$ cat src/rtl/store_narrow_unit.sv
// Store narrowing unit: narrows a register value to byte/half/word and merges it into
// word-addressed memory with a read-modify-write, flagging values that lose information.
module store_narrow_unit #(
  parameter int READ_LAT = 1,
  parameter int ADDR_W   = 32
) (
  input  logic              clk,
  input  logic              reset_n,
  input  logic              start,
  input  logic [1:0]        size,
  input  logic [ADDR_W-1:0] addr,
  input  logic [31:0]       wdata,
  output logic              busy,
  output logic              done,
  output logic              misaligned,
  output logic              trunc_ovf,
  output logic [ADDR_W-3:0] mem_addr,
  output logic              mem_rd_en,
  input  logic [31:0]       mem_rdata,
  output logic              mem_wr_en,
  output logic [31:0]       mem_wdata,
  output logic [2:0]        state_dbg
);

  localparam logic [2:0] S_IDLE  = 3'd0;
  localparam logic [2:0] S_READ  = 3'd1;
  localparam logic [2:0] S_WAIT  = 3'd2;
  localparam logic [2:0] S_WRITE = 3'd3;
  localparam logic [2:0] S_DONE  = 3'd4;

  localparam int CW = (READ_LAT > 1) ? $clog2(READ_LAT) : 1;

  logic [2:0]    state;
  logic [CW-1:0] cnt;
  logic          half_q;
  logic [1:0]    lane_q;
  logic [15:0]   wdata_q;
  logic          ovf_q;

  logic          size_ok;
  logic          ovf_now;
  logic [31:0]   merged;

  assign state_dbg = state;

  // Legality and round-trip check on the live request, latched only when accepted.
  always_comb begin
    size_ok = 1'b0;
    ovf_now = 1'b0;
    case (size)
      2'b00: begin
        size_ok = 1'b1;
        ovf_now = !((&wdata[31:7]) || (~|wdata[31:7]));
      end
      2'b01: begin
        size_ok = !addr[0];
        ovf_now = !((&wdata[31:15]) || (~|wdata[31:15]));
      end
      2'b10:   size_ok = (addr[1:0] == 2'b00);
      default: size_ok = 1'b0;
    endcase
  end

  // Little-endian lane merge of the narrowed value into the word just read.
  always_comb begin
    merged = mem_rdata;
    if (half_q) begin
      if (lane_q[1]) merged[31:16] = wdata_q;
      else           merged[15:0]  = wdata_q;
    end else begin
      case (lane_q)
        2'd0:    merged[7:0]   = wdata_q[7:0];
        2'd1:    merged[15:8]  = wdata_q[7:0];
        2'd2:    merged[23:16] = wdata_q[7:0];
        default: merged[31:24] = wdata_q[7:0];
      endcase
    end
  end

  always_ff @(posedge clk or negedge reset_n) begin
    if (!reset_n) begin
      state      <= S_IDLE;
      cnt        <= '0;
      half_q     <= 1'b0;
      lane_q     <= 2'b00;
      wdata_q    <= '0;
      ovf_q      <= 1'b0;
      busy       <= 1'b0;
      done       <= 1'b0;
      misaligned <= 1'b0;
      trunc_ovf  <= 1'b0;
      mem_addr   <= '0;
      mem_rd_en  <= 1'b0;
      mem_wr_en  <= 1'b0;
      mem_wdata  <= '0;
    end else begin
      done       <= 1'b0;
      misaligned <= 1'b0;
      trunc_ovf  <= 1'b0;
      mem_rd_en  <= 1'b0;
      mem_wr_en  <= 1'b0;
      case (state)
        S_IDLE: begin
          // A start during the error pulse cycle is dropped, not queued.
          if (start && !done) begin
            if (!size_ok) begin
              done       <= 1'b1;
              misaligned <= 1'b1;
            end else begin
              mem_addr <= addr[ADDR_W-1:2];
              busy     <= 1'b1;
              half_q   <= size[0];
              lane_q   <= addr[1:0];
              wdata_q  <= wdata[15:0];
              ovf_q    <= ovf_now;
              if (size == 2'b10) begin
                mem_wr_en <= 1'b1;
                mem_wdata <= wdata;
                state     <= S_WRITE;
              end else begin
                mem_rd_en <= 1'b1;
                state     <= S_READ;
              end
            end
          end
        end
        S_READ: begin
          cnt   <= CW'(READ_LAT - 1);
          state <= S_WAIT;
        end
        S_WAIT: begin
          if (cnt == '0) begin
            mem_wdata <= merged;
            mem_wr_en <= 1'b1;
            state     <= S_WRITE;
          end else begin
            cnt <= cnt - 1'b1;
          end
        end
        S_WRITE: begin
          done      <= 1'b1;
          trunc_ovf <= ovf_q;
          busy      <= 1'b0;
          state     <= S_DONE;
        end
        S_DONE:  state <= S_IDLE;
        default: begin
          busy  <= 1'b0;
          state <= S_IDLE;
        end
      endcase
    end
  end

endmodule

$ cat config.mk
export PLATFORM = sky130hd
export DESIGN_NAME = store_narrow_unit
export DESIGN_NICKNAME = d
export VERILOG_FILES = /design/src/rtl/store_narrow_unit.sv
export SDC_FILE = /design/constraint.sdc
export NUM_CORES = 1
export LEC_CHECK = 0
export CORE_MARGIN = 5
export CORE_UTILIZATION = 49
export CTS_BUF_LIST = sky130_fd_sc_hd__clkbuf_4
export DETAILED_ROUTE_END_ITERATION = 8
export PLACE_DENSITY = 0.88
export SYNTH_ARGS = -nofsm -noshare
export SYNTH_HDL_FRONTEND = slang
export SYNTH_SLANG_ARGS = --single-unit
$ cat constraint.sdc
create_clock -name clk -period 3.2 [get_ports clk]
set_input_delay 0.96 -clock clk [delete_from_list [all_inputs] [get_ports clk]]
set_output_delay 0.96 -clock clk [all_outputs]
set_load 0.02 [all_outputs]
* After elaboration in Yosys (flattened, before gate mapping)
Index checks and enable logic that the tools add are counted.
** Operators by class
- Reduce and logical (&&, ||, !) cells :: 25
- Muxes and demuxes :: 38
- Eq/ne operators :: 12
- Bitwise logic cells :: 1
- Add/subtract/negate cells :: 1
** Operators by type and width (number)
- 32-bit 2-to-1 mux :: 5
- 32-bit case mux with 2 select lines :: 1
- 16-bit 2-to-1 mux :: 2
- 8-bit 2-to-1 mux :: 4
- 25-bit AND reduction :: 1
- 25-bit OR reduction :: 1
- 17-bit AND reduction :: 1
- 17-bit OR reduction :: 1
- 1-bit 2-to-1 mux :: 15
- 3-bit case mux with 4 select lines :: 1
- 1-bit case mux with 2 select lines :: 5
- 3-bit 2-to-1 mux :: 3
- 3-bit AND reduction :: 3
- 2-bit != test, second input constant :: 4
- 3-bit by 2-bit equality test with 1-bit output, second input constant :: 2
- 1-bit zero test :: 6
- 2-bit zero test :: 3
- 3-bit OR reduction :: 2
- 5-bit AND reduction :: 1
- 2-bit by 1-bit equality test with 1-bit output, second input constant :: 2
- 2-bit equality test, second input constant :: 2
- 2-bit nonzero test :: 2
- 3-bit by 1-bit equality test with 1-bit output, second input constant :: 1
- 3-bit equality test, second input constant :: 1
- other kinds (7) :: 8
** Word-level totals
- Input port bits :: 101
- Output and inout port bits :: 71
- Flip-flop bits (word level) :: 92

* Depth between registers and ports, before layout
Gate-level depths: netlist (run 1).
- Word-level depth :: 6
- Gate-level depth with buffers :: 7
- Gate-level depth less buffers :: 6

* Least setup slack after synthesis (run 1)
OpenSTA, ideal clock, no wires.
- Kind :: input to register
- From :: input port addr[1]
- To :: register lane_q[0]
- Slack :: 1.061 ns
- Arrival :: 2.014 ns
- Stages on the path :: 5
- Data required time :: 3.075 ns
- Path buffers :: 1
- Cells stage by stage :: o21a_1 -> o22ai_1 -> nand2_4 -> buf_6 -> mux2_4
** On the way
- Word-level cells in the longest chain between the ends :: 3
** RTL lines
- start: declaration :: RTL line 11 : input logic [ADDR_W-1:0] addr,
- 2-bit zero test :: RTL line 59 : 2'b10: size_ok = (addr[1:0] == 2'b00);
- 1-bit case mux with 3 select lines :: RTL line 50 : case (size)
- 3-bit AND reduction (no source line)
- end signal: assignment :: RTL line 113 : lane_q <= addr[1:0];
- end: declaration :: RTL line 36 : logic [1:0] lane_q;
Every way passes these cells.
A chain may end at the register's enable or synchronous reset.

* Final worst setup path (run 1)
- From :: register state[1], in the netlist state_dbg[1]
- To :: output port state_dbg[1]
** RTL lines
- start: declaration :: RTL line 33 : logic [2:0] state;
- start signal: assignment :: RTL line 82 : state <= S_IDLE;
- start signal: assignment :: RTL line 119 : state <= S_WRITE;
- start signal: assignment :: RTL line 122 : state <= S_READ;
- end: declaration :: RTL line 22 : output logic [2:0] state_dbg
No word-level cell between the ends.

==> results of run 1 <==
-- Yosys cell counts (all sizes together) --
| master | number | share of area |
|---|---|---|
| nand2b | 2 | 0.0045 |
| nor4 | 5 | 0.0071 |
| mux2 | 48 | 0.16 |
| o31ai | 1 | 0.0017 |
| nand3 | 9 | 0.010 |
| a31oi | 9 | 0.013 |
| buf | 17 | 0.027 |
| nand4 | 6 | 0.0085 |
| o21a | 2 | 0.0034 |
| a221o | 8 | 0.018 |
| o22ai | 9 | 0.013 |
| inv | 10 | 0.0085 |
| a22oi | 1 | 0.0017 |
| a21oi | 12 | 0.014 |
| dfrtp | 91 | 0.52 |
| nor3b | 1 | 0.0042 |
| nor3 | 2 | 0.0023 |
| or2 | 2 | 0.0034 |
| nor4b | 1 | 0.0020 |
| a311oi | 16 | 0.032 |
| and2 | 2 | 0.0028 |
| o21ai | 19 | 0.022 |
| clkinv | 2 | 0.0017 |
| clkbuf | 7 | 0.0059 |
| a211oi | 9 | 0.015 |
| nand2 | 41 | 0.037 |
| nor2 | 38 | 0.033 |
| a21o | 16 | 0.027 |
| nor2b | 4 | 0.0057 |
| or4 | 1 | 0.0017 |
-- registers in the layout, summed over array words and instances, names as in the netlist --
signal and flops:
mem_addr 30, done 1, lane_q 2, state_dbg 3
misaligned 1, ovf_q 1, mem_wr_en 1, mem_wdata 32
wdata_q 16, mem_rd_en 1, trunc_ovf 1, busy 1
half_q 1
-- layer usage --
metal / GRT usage / wire, microns
met5: 0 / 0
met4: 0.0630 / 180
met3: 0.0438 / 920
met2: 0.389 / 6430
met1: 0.294 / 5230
-- layout make-up --
cell class,instances,share of cell area
flip-flops and latches,91,0.359
inverters,12,0.00711
clock buffers,9,0.0107
well taps,108,0.0213
repair buffers,178,0.282
multi-input cells,264,0.308
clock inverters,7,0.0118
-- how the worst max path moves through the flow --
stage	depth (start not counted)	end
floorplan	5	lane_q[0]
global placement	7	mem_wdata[15]
detailed placement	7	mem_wdata[10]
CTS	1	state_dbg[1]
global route	7	mem_wdata[9]
finish	1	state_dbg[1]
-- layout by cell type (no fill, tap or decap), drive strengths merged --
| cell type | n |
|---|---|
| o21ai | 19 |
| nand3 | 9 |
| clkbuf | 9 |
| nand4 | 6 |
| clkinvlp | 2 |
| a311oi | 16 |
| buf | 8 |
| dfrtp | 91 |
| nand2b | 2 |
| nor2b | 4 |
| o22ai | 9 |
| a221o | 8 |
| o21a | 2 |
| nor3 | 2 |
| nor2 | 38 |
| o31ai | 1 |
| a211oi | 9 |
| bufinv | 1 |
| inv | 12 |
| clkdlybuf4s50 | 170 |
| or2 | 2 |
| nand2 | 41 |
| or4 | 1 |
| mux2 | 48 |
| a31oi | 9 |
| a21oi | 12 |
| clkinv | 4 |
| and2 | 2 |
| nor3b | 1 |
| a22oi | 1 |
| a21o | 16 |
| nor4 | 5 |
| nor4b | 1 |
-- through the flow --
step,util,std cells
3_3_place_gp,0.707,653
5_1_grt,0.723,669
2_1_floorplan,-,391
6_report,0.723,669
4_1_cts,0.723,669
3_5_place_dp,0.707,653
-- cell families (layout without fill, tap and decap cells) --
group	after synthesis	after routing
and+or+nand+nor	114	114
AOI/OAI and AO/OA	102	102
muxes	48	48
buffers and inverters	36	206
DFF	91	91
-- report_power, final --
group / internal, W / total (W) / switching, W
Combinational: 0.00176 / 0.00353 / 0.00177
Clock: 0.000243 / 0.000655 / 0.000412
Sequential: 0.00171 / 0.00216 / 0.000451
Total: 0.00372 / 0.00635 / 0.00263
==> out/metrics.yaml, run 1 <==
clk_pin_slew_ps: 150
total_power_w: 0.00635
num_rows: 34
cp_cell_sequence: "clkdlybuf4s50_1"
drtAntennaViolNets: 0
worst-path-max-fanout: 9
critical_path.top_delay_family: "buffers and inverters"
postPlaceCellArea_sq_um: 6190
clock_latency_ps: 440
core_sq_um: 8760
synth_top_family_by_area: "compound AO/OA/AOI/OAI gates"
fin_ws_ps: 566
wl_per_cell_microns: 19.1
final_layout_size_suffix_gt1_frac: 0.137
hold_class: "reg2reg"
cp.arrival_ps: 1670
cts_resized: 0
yosysWarnings: 0
globalplace.congestion: 0.847
rrSetupSlack_ps: 1040
hold_viol: 0
yosysSeqAreaShare: 0.515
post-route-drc-count: 0
start_util: 0.504
n_fill_cell: 647
tightest_slew_ps: 959
synth_cell_types: 38
num_io_pins: 172
grt_pass1_wl_mm: 20.3
clockBufferDepth: 2
min_path_cells: 1
wl_mm: 12.8
worst_setup_path_end_kind: "output pin"
path_buf_inv: 1
grt_max_degree: 46
syn2layout_area_growth_pct: 43.4
seqCellArea_sq_um: 2280
whs_endpoint: "mem_wdata[4]"
cts_tree: "built"
worstReg2RegStart: "state_dbg[0]"
cts.sinks: 91
vias: 3793
cts-hold-fix-buffers: 0
finalNetCount: 657
fmax_mhz: 380
slowest_delay_ps: 680
ys_seq_elements: 91
drtIter0Drc: 247
rsz0062_at_grt: "no"
fin_crit_sh: 0.823
dr.pass1.iters: 5
post_cts_buffers: 0
grt_pass1_vias: 3939
vdd_drop_max_mv: 0.713
worstSetupStartpoint: "state_dbg[1]"
status: "completed"
finalWorstPathRequiredPeriod_ps: 2630
pre_cts_ws_ps: 137
die_x_microns: 105
setup_viol: 0
avgSynthCellArea_sq_um: 11.3
synth_mux_area_frac: 0.160
max-cap-violations: 0
skew_ps: 18.6
finalSetupTns_ps: 0
hold_start: "mem_wdata[4]"
track_usage: 0.227
relSlewSlack: 0.359
p_per_area_nw_per_um2: 1000
viasPerCell: 5.67
syn_inst: 391
antenna_cells: 0
synth_nets: 492
r2r_end: "mem_wdata[25]"
synth_simple_gate_area_share: 0.122
hpwlAfterDp_mm: 9.72
die-area_sq_um: 11000
syn-cell-area_sq_um: 4420
io_buffers: 171
root_buffer: "clkbuf_4"
die_y_microns: 105
synthAdderAreaFrac: 0
cp-start-kind: "register"
cts_buffers: 9
worstSetupPathType: "reg2out"
fin_area_sq_um: 6340
synth_compound_area_frac: 0.160
p_leak_nw: 2.87
multi_input_area_sq_um: 1950
crit_slowest_cell: "clkdlybuf4s50_1"
slew_violations: 0
gr-total-overflow: 0
hold_ws_ps: 498
h-tree-depth: 3
rr_worst_depth: 5
antenna_found_initial: 0
synth_xor_area_frac: 0
cp.required_ps: 2240
No activity file was read; power rests on OpenSTA's default activity.
==> run 2, diff against run 1 <==
CORE_UTILIZATION = 41   (was 49)
PLACE_DENSITY = 0.79   (was 0.88)
clock period = 2.25 ns   (was 3.2 ns; I/O delays follow)
==> run 2 against run 1 <==
Setup slack got worse by 460 ps. Count of clock-buffer cells in the layout rose by 1. Global-route usage decreased by 2.8 points. Die area grew 18%. Critical path depth unchanged. Total power is 46% higher. Routed wire length rose by 2.4%. Final area rose by 4.6%. Utilization is 10 points lower. First-iteration DRC count down 21%. Largest power group unchanged.
==> out/metrics.yaml, run 2 (synthesized netlist as in run 1, its figures left out) <==
hpwlAfterDp_mm: 10.0  # +3.3%
top_regs: "mem_wdata (32), mem_addr (30), wdata_q (16)"
layout_common_cells: "clkdlybuf4s50_1 (167), dfrtp_1 (90), mux2_4 (44)"
clk_pin_slew_ps: 150  # about the same
finalSetupTns_ps: 0  # unchanged
track_usage: 0.199  # -0.0279
hold_class: "in2async"
wl_mm: 13.1  # +2.4%
drtIter0Drc: 194  # -21%
num_io_pins: 172  # unchanged
die_x_microns: 114  # +8.4%
start_util: 0.413  # -0.0912
largest_register: "mem_wdata"
dr.pass1.iters: 5  # unchanged
fmax_mhz: 467
crit_cells: 1  # unchanged
crit_slowest_cell: "clkdlybuf4s50_1"
antenna_cells: 0  # unchanged
io_buffers: 171  # unchanged
vdd_drop_max_mv: 0.818  # +15%
relSlewSlack: 0.584  # +0.225
syn2layout_area_growth_pct: 50.0
cts_buffers: 9  # unchanged
final_layout_size_suffix_gt1_frac: 0.182  # +0.0444
worst_setup_path_end_kind: "output pin"
cp.required_ps: 1570  # -670 ps
rsz0062_at_grt: "no"
status: "completed"
p_per_area_nw_per_um2: 1400  # +40%
largest_reg_flops: 32  # unchanged
path_buf_inv: 1  # unchanged
hold_viol: 0  # unchanged
grt_pass1_wl_mm: 20.5  # +1.1%
multi_input_area_sq_um: 1950  # unchanged
gr-total-overflow: 0  # unchanged
clock_latency_ps: 440  # about the same
post-route-drc-count: 0  # unchanged
num_rows: 38  # +12%
cp_cell_sequence: "clkdlybuf4s50_1"
skew_ps: 21.0  # +2.38 ps
worst-path-max-fanout: 2  # -7
critical_path.top_delay_family: "buffers and inverters"
grt_pass1_vias: 4023  # +2.1%
slew_violations: 0  # unchanged
max-cap-violations: 0  # unchanged
utilization: 0.620  # -0.103
cts.sinks: 91  # unchanged
post_cts_buffers: 0  # unchanged
root_buffer: "clkbuf_4"
seqCellArea_sq_um: 2280  # about the same
worstSetupPathType: "reg2out"
h-tree-depth: 3  # unchanged
vias: 3846  # +1.4%
clockBufferDepth: 2  # unchanged
viasPerCell: 5.28  # -6.9%
setup_viol: 0  # unchanged
p_leak_nw: 3.03  # +5.7%
cp-start-kind: "register"
n_fill_cell: 868  # +34%
globalplace.congestion: 0.907  # +7.1%
wl_per_cell_microns: 17.9  # -6.0%
cp.arrival_ps: 1470  # -200 ps
fin_crit_sh: 0.952
slowest_delay_ps: 620  # -60 ps
grt_max_degree: 40  # -13%
drtAntennaViolNets: 0  # unchanged
layout_commonest_cell: "clkdlybuf4s50_1"
finalWorstPathRequiredPeriod_ps: 2140
cts_tree: "built"
rr_worst_depth: 4  # -1
tightest_slew_ps: 624  # -335 ps
die-area_sq_um: 13000  # +18%
finalNetCount: 685  # +4.3%
antenna_found_initial: 0  # unchanged
core_sq_um: 10700  # +22%
die_y_microns: 114  # +8.4%
[run 2: layer usage]
metal | track usage | wire length (microns) | part of all wire | vias up
met5 | 0 | 0 | 0 | -
met4 | 0.0633 | 194 | 0.015 | 0
met3 | 0.0414 | 1030 | 0.079 | 16
met2 | 0.337 | 6450 | 0.49 | 179
met1 | 0.257 | 5400 | 0.41 | 1840
li1 | - | - | - | 1811
[run 2: final timing paths]
path                            slack, ps          start             to
worst max-delay path                  110  mem_wdata[17]  mem_wdata[17]
worst min-delay path                  100        reset_n     wdata_q[5]
worst max register to register        300         half_q  mem_wdata[12]
worst min register to register        500   mem_wdata[6]   mem_wdata[6]
max in group asynchronous            1570        reset_n     misaligned
min in group clk                      500   mem_wdata[6]   mem_wdata[6]
[run 2: power breakdown]
| part | switching (W) | leakage [nW] | internal (W) |
|---|---|---|---|
| Combinational | 0.00255 | 1.84 | 0.00263 |
| Clock | 0.000562 | 0.0830 | 0.000465 |
| Sequential | 0.000638 | 1.10 | 0.00244 |
| Total | 0.00375 | 3.03 | 0.00554 |
[run 2: area by class of cell]
cell class | instances | area share
timing repair buffer | 206 | 0.304
tap | 140 | 0.0264
multi-input combinational | 264 | 0.294
sequential | 91 | 0.344
inverter | 12 | 0.00679
clock buffer | 10 | 0.0113
clock inverter | 6 | 0.0134
[run 2: per-stage QoR]
stage	total power [W]	worst slack (ps)	instances	hold slack [ps]	instance area [sq um]
3_5_place_dp	0.00830	-264	713	469	6470
6_report	0.00928	107	729	98.2	6630
2_1_floorplan	0.00609	396	391	379	4420
4_1_cts	0.00933	64.8	729	73.6	6630
5_1_grt	0.00983	27.0	729	81.6	6630
3_3_place_gp	0.00813	-280	713	466	6470
[run 2: timing repair]
action                     CTS  global route
setup endpoints to repair    3             0
hold buffers                 0             0
gates resized for setup      4             0
==> run 3, diff against run 2 <==
--- a/config.mk
+++ b/config.mk
@@ -10,4 +10,5 @@
 export CTS_BUF_LIST = sky130_fd_sc_hd__clkbuf_4
 export DETAILED_ROUTE_END_ITERATION = 8
+export GPL_TIMING_DRIVEN = 0
 export PLACE_DENSITY = 0.79
 export SYNTH_ARGS = -nofsm -noshare
==> constraint.sdc (replaced) <==
create_clock -name clk -period 2.25 [get_ports clk]
set_input_delay 0.675 -clock clk [delete_from_list [all_inputs] [get_ports clk]]
set_output_delay 0.675 -clock clk [all_outputs]
set_load 0.1 [all_outputs]
==> run 3 against run 2 <==
First-iteration DRC count rose by 15%. Die area unchanged. Cell count is 1.5% lower. Count of clock-buffer cells in the layout increased by 1. Utilization is 0.71 points lower. Maximum frequency shrank 0.79%. Non-clock buffer count down 10. Hold slack improved by 120 ps. Setup slack got worse by 17 ps. Sequential share of layout area rose by 0.38 points. Clock skew shrank 6.5 ps. Critical path type is now in2reg. Highest routed layer unchanged.
==> out/metrics.yaml, run 3 (synthesized netlist as in run 1, its figures left out) <==
placed_cells_incl_taps: 703  # -1.4%
grt_use_met2: 0.342  # +0.00550
syn2layout_area_growth_pct: 48.3
globalplace.congestion: 0.934  # +3.0%
cp_cell_sequence: "clkdlybuf4s50_1, nor4_1, nand4_1, or4_1, a22oi_1, o31ai_1"
status: "completed"
layout_common_cells: "clkdlybuf4s50_1 (99), dfrtp_1 (91), clkdlybuf4s15_2 (69)"
die-area_sq_um: 13000  # unchanged
cts_buffers: 9  # unchanged
hpwlAfterDp_mm: 10.5  # +4.6%
grt_max_degree: 48  # +20%
largest_register: "mem_wdata"
crit_slowest_cell: "clkdlybuf4s50_1"
antenna_cells: 0  # unchanged
io_buffers: 171  # unchanged
die_y_microns: 114  # unchanged
start_util: 0.413  # unchanged
critical_path.top_delay_family: "simple AND/OR/NAND/NOR gates"
postPlaceCellArea_sq_um: 6330  # -2.1%
hold_viol: 0  # unchanged
seqCellArea_sq_um: 2280  # about the same
hold_class: "in2async"
cp.required_ps: 2580  # +1010 ps
largest_reg_flops: 32  # unchanged
core_sq_um: 10700  # unchanged
cts_tree: "built"
clockBufferDepth: 2  # unchanged
final_layout_size_suffix_gt1_frac: 0.279  # +0.0969
skew_ps: 14.5  # -6.52 ps
post-route-drc-count: 0  # unchanged
clock_latency_ps: 450  # about the same
final_cells: 718  # -1.5%
cp.arrival_ps: 2490  # +1020 ps
vias: 3895  # +1.3%
dr.pass1.iters: 6  # +1
rsz0062_at_grt: "yes"
max-cap-violations: 0  # unchanged
grt_pass1_wl_mm: 21.1  # +2.6%
layout_commonest_cell: "clkdlybuf4s50_1"
h-tree-depth: 3  # unchanged
finalSetupTns_ps: 0  # unchanged
setup_viol: 0  # unchanged
relSlewSlack: 0.587  # +0.00278
antenna_found_initial: 0  # unchanged
cp-start-kind: "input port"
grt_pass1_vias: 4040  # +0.42%
slew_violations: 0  # unchanged
path_buf_inv: 1  # unchanged
slowest_delay_ps: 470  # -150 ps
drtIter0Drc: 223  # +15%
die_x_microns: 114  # unchanged
worst_setup_path_end_kind: "register"
drtAntennaViolNets: 0  # unchanged
finalNetCount: 675  # -1.5%
num_io_pins: 172  # unchanged
finalWorstPathRequiredPeriod_ps: 2160  # +17.1 ps
viasPerCell: 5.42  # +2.8%
busiest_layer: "met2"
wl_per_cell_microns: 18.9  # +5.6%
cts.sinks: 91  # unchanged
post_cts_buffers: 0  # unchanged
n_fill_cell: 876  # +0.92%
tightest_slew_ps: 620  # -4.17 ps
top_regs: "mem_wdata (32), mem_addr (30), wdata_q (16)"
rrSetupSlack_ps: 430  # +130 ps
use_met1: 0.265  # +0.00790
worst-path-max-fanout: 3  # +1
clk_pin_slew_ps: 140  # about the same
utilization: 0.613  # -0.00713
fin_crit_sh: 0.960  # +0.00762
root_buffer: "clkbuf_4"
wl_mm: 13.6  # +4.0%
fmax_mhz: 463  # -0.79%
track_usage: 0.207  # +0.00727
gr-usage-met3: 0.0483  # +0.00690
cts-hold-fix-buffers: 0  # unchanged
num_rows: 38  # unchanged
multi_input_area_sq_um: 1960  # +0.64%
worstSetupPathType: "in2reg"
gr-total-overflow: 0  # unchanged
fin_area_sq_um: 6550  # -1.2%
-- run 3: changes by cell type in the layout (fill, tap and decap cells not counted), sizes merged --
cell           change
clkdlybuf4s15     +69
clkdlybuf4s50     -68
buf               -15
clkbuf             +8
dlygate4sd2        -3
bufinv             -1
clkinvlp           -1
-- run 3: final cells by class --
type / instances / share of cell area
clock inverter: 4 / 0.00783
buffer: 24 / 0.0225
clock buffer: 11 / 0.0126
sequential: 91 / 0.347
inverter: 12 / 0.00687
tap: 140 / 0.0267
timing repair buffer: 172 / 0.277
multi-input combinational: 264 / 0.299
-- run 3: final timing paths --
path                          startpoint       endpoint  depth (start not counted)
max in group asynchronous        reset_n    mem_addr[7]                          2
min                              reset_n  mem_wdata[29]                          1
min reg2reg                mem_wdata[31]  mem_wdata[31]                          2
max                            wdata[28]          ovf_q                          6
max reg2reg                 state_dbg[0]  mem_wdata[21]                          7
min in group clk           mem_wdata[31]  mem_wdata[31]                          2
-- run 3: repair_timing --
action,in CTS,in global routing
pin swaps,0,0
endpoints found under the setup margin,71,4
resized for setup,213,6
cloned,0,0
-- run 3: metal layers --
metal  share of wire  vias to the layer above  wire length, microns
li1                -                     1791                     -
met1            0.41                     1882                  5540
met2            0.49                      195                  6590
met3           0.086                       27                  1170
met4           0.021                        0                   289
met5               0                        -                     0
-- run 3: per-stage QoR --
| step | hold WS, ps | worst slack [ps] |
|---|---|---|
| floorplan | 379 | 117 |
| global placement | 463 | -2760 |
| detailed placement | 470 | -324 |
| CTS | 227 | 19.4 |
| global route | 261 | -2.83 |
| finish | 223 | 89.8 |
Power of run 3 is left out: the tool's default activity adds up to more than one toggle a clock period on the data nets, which glitch-free logic cannot reach.
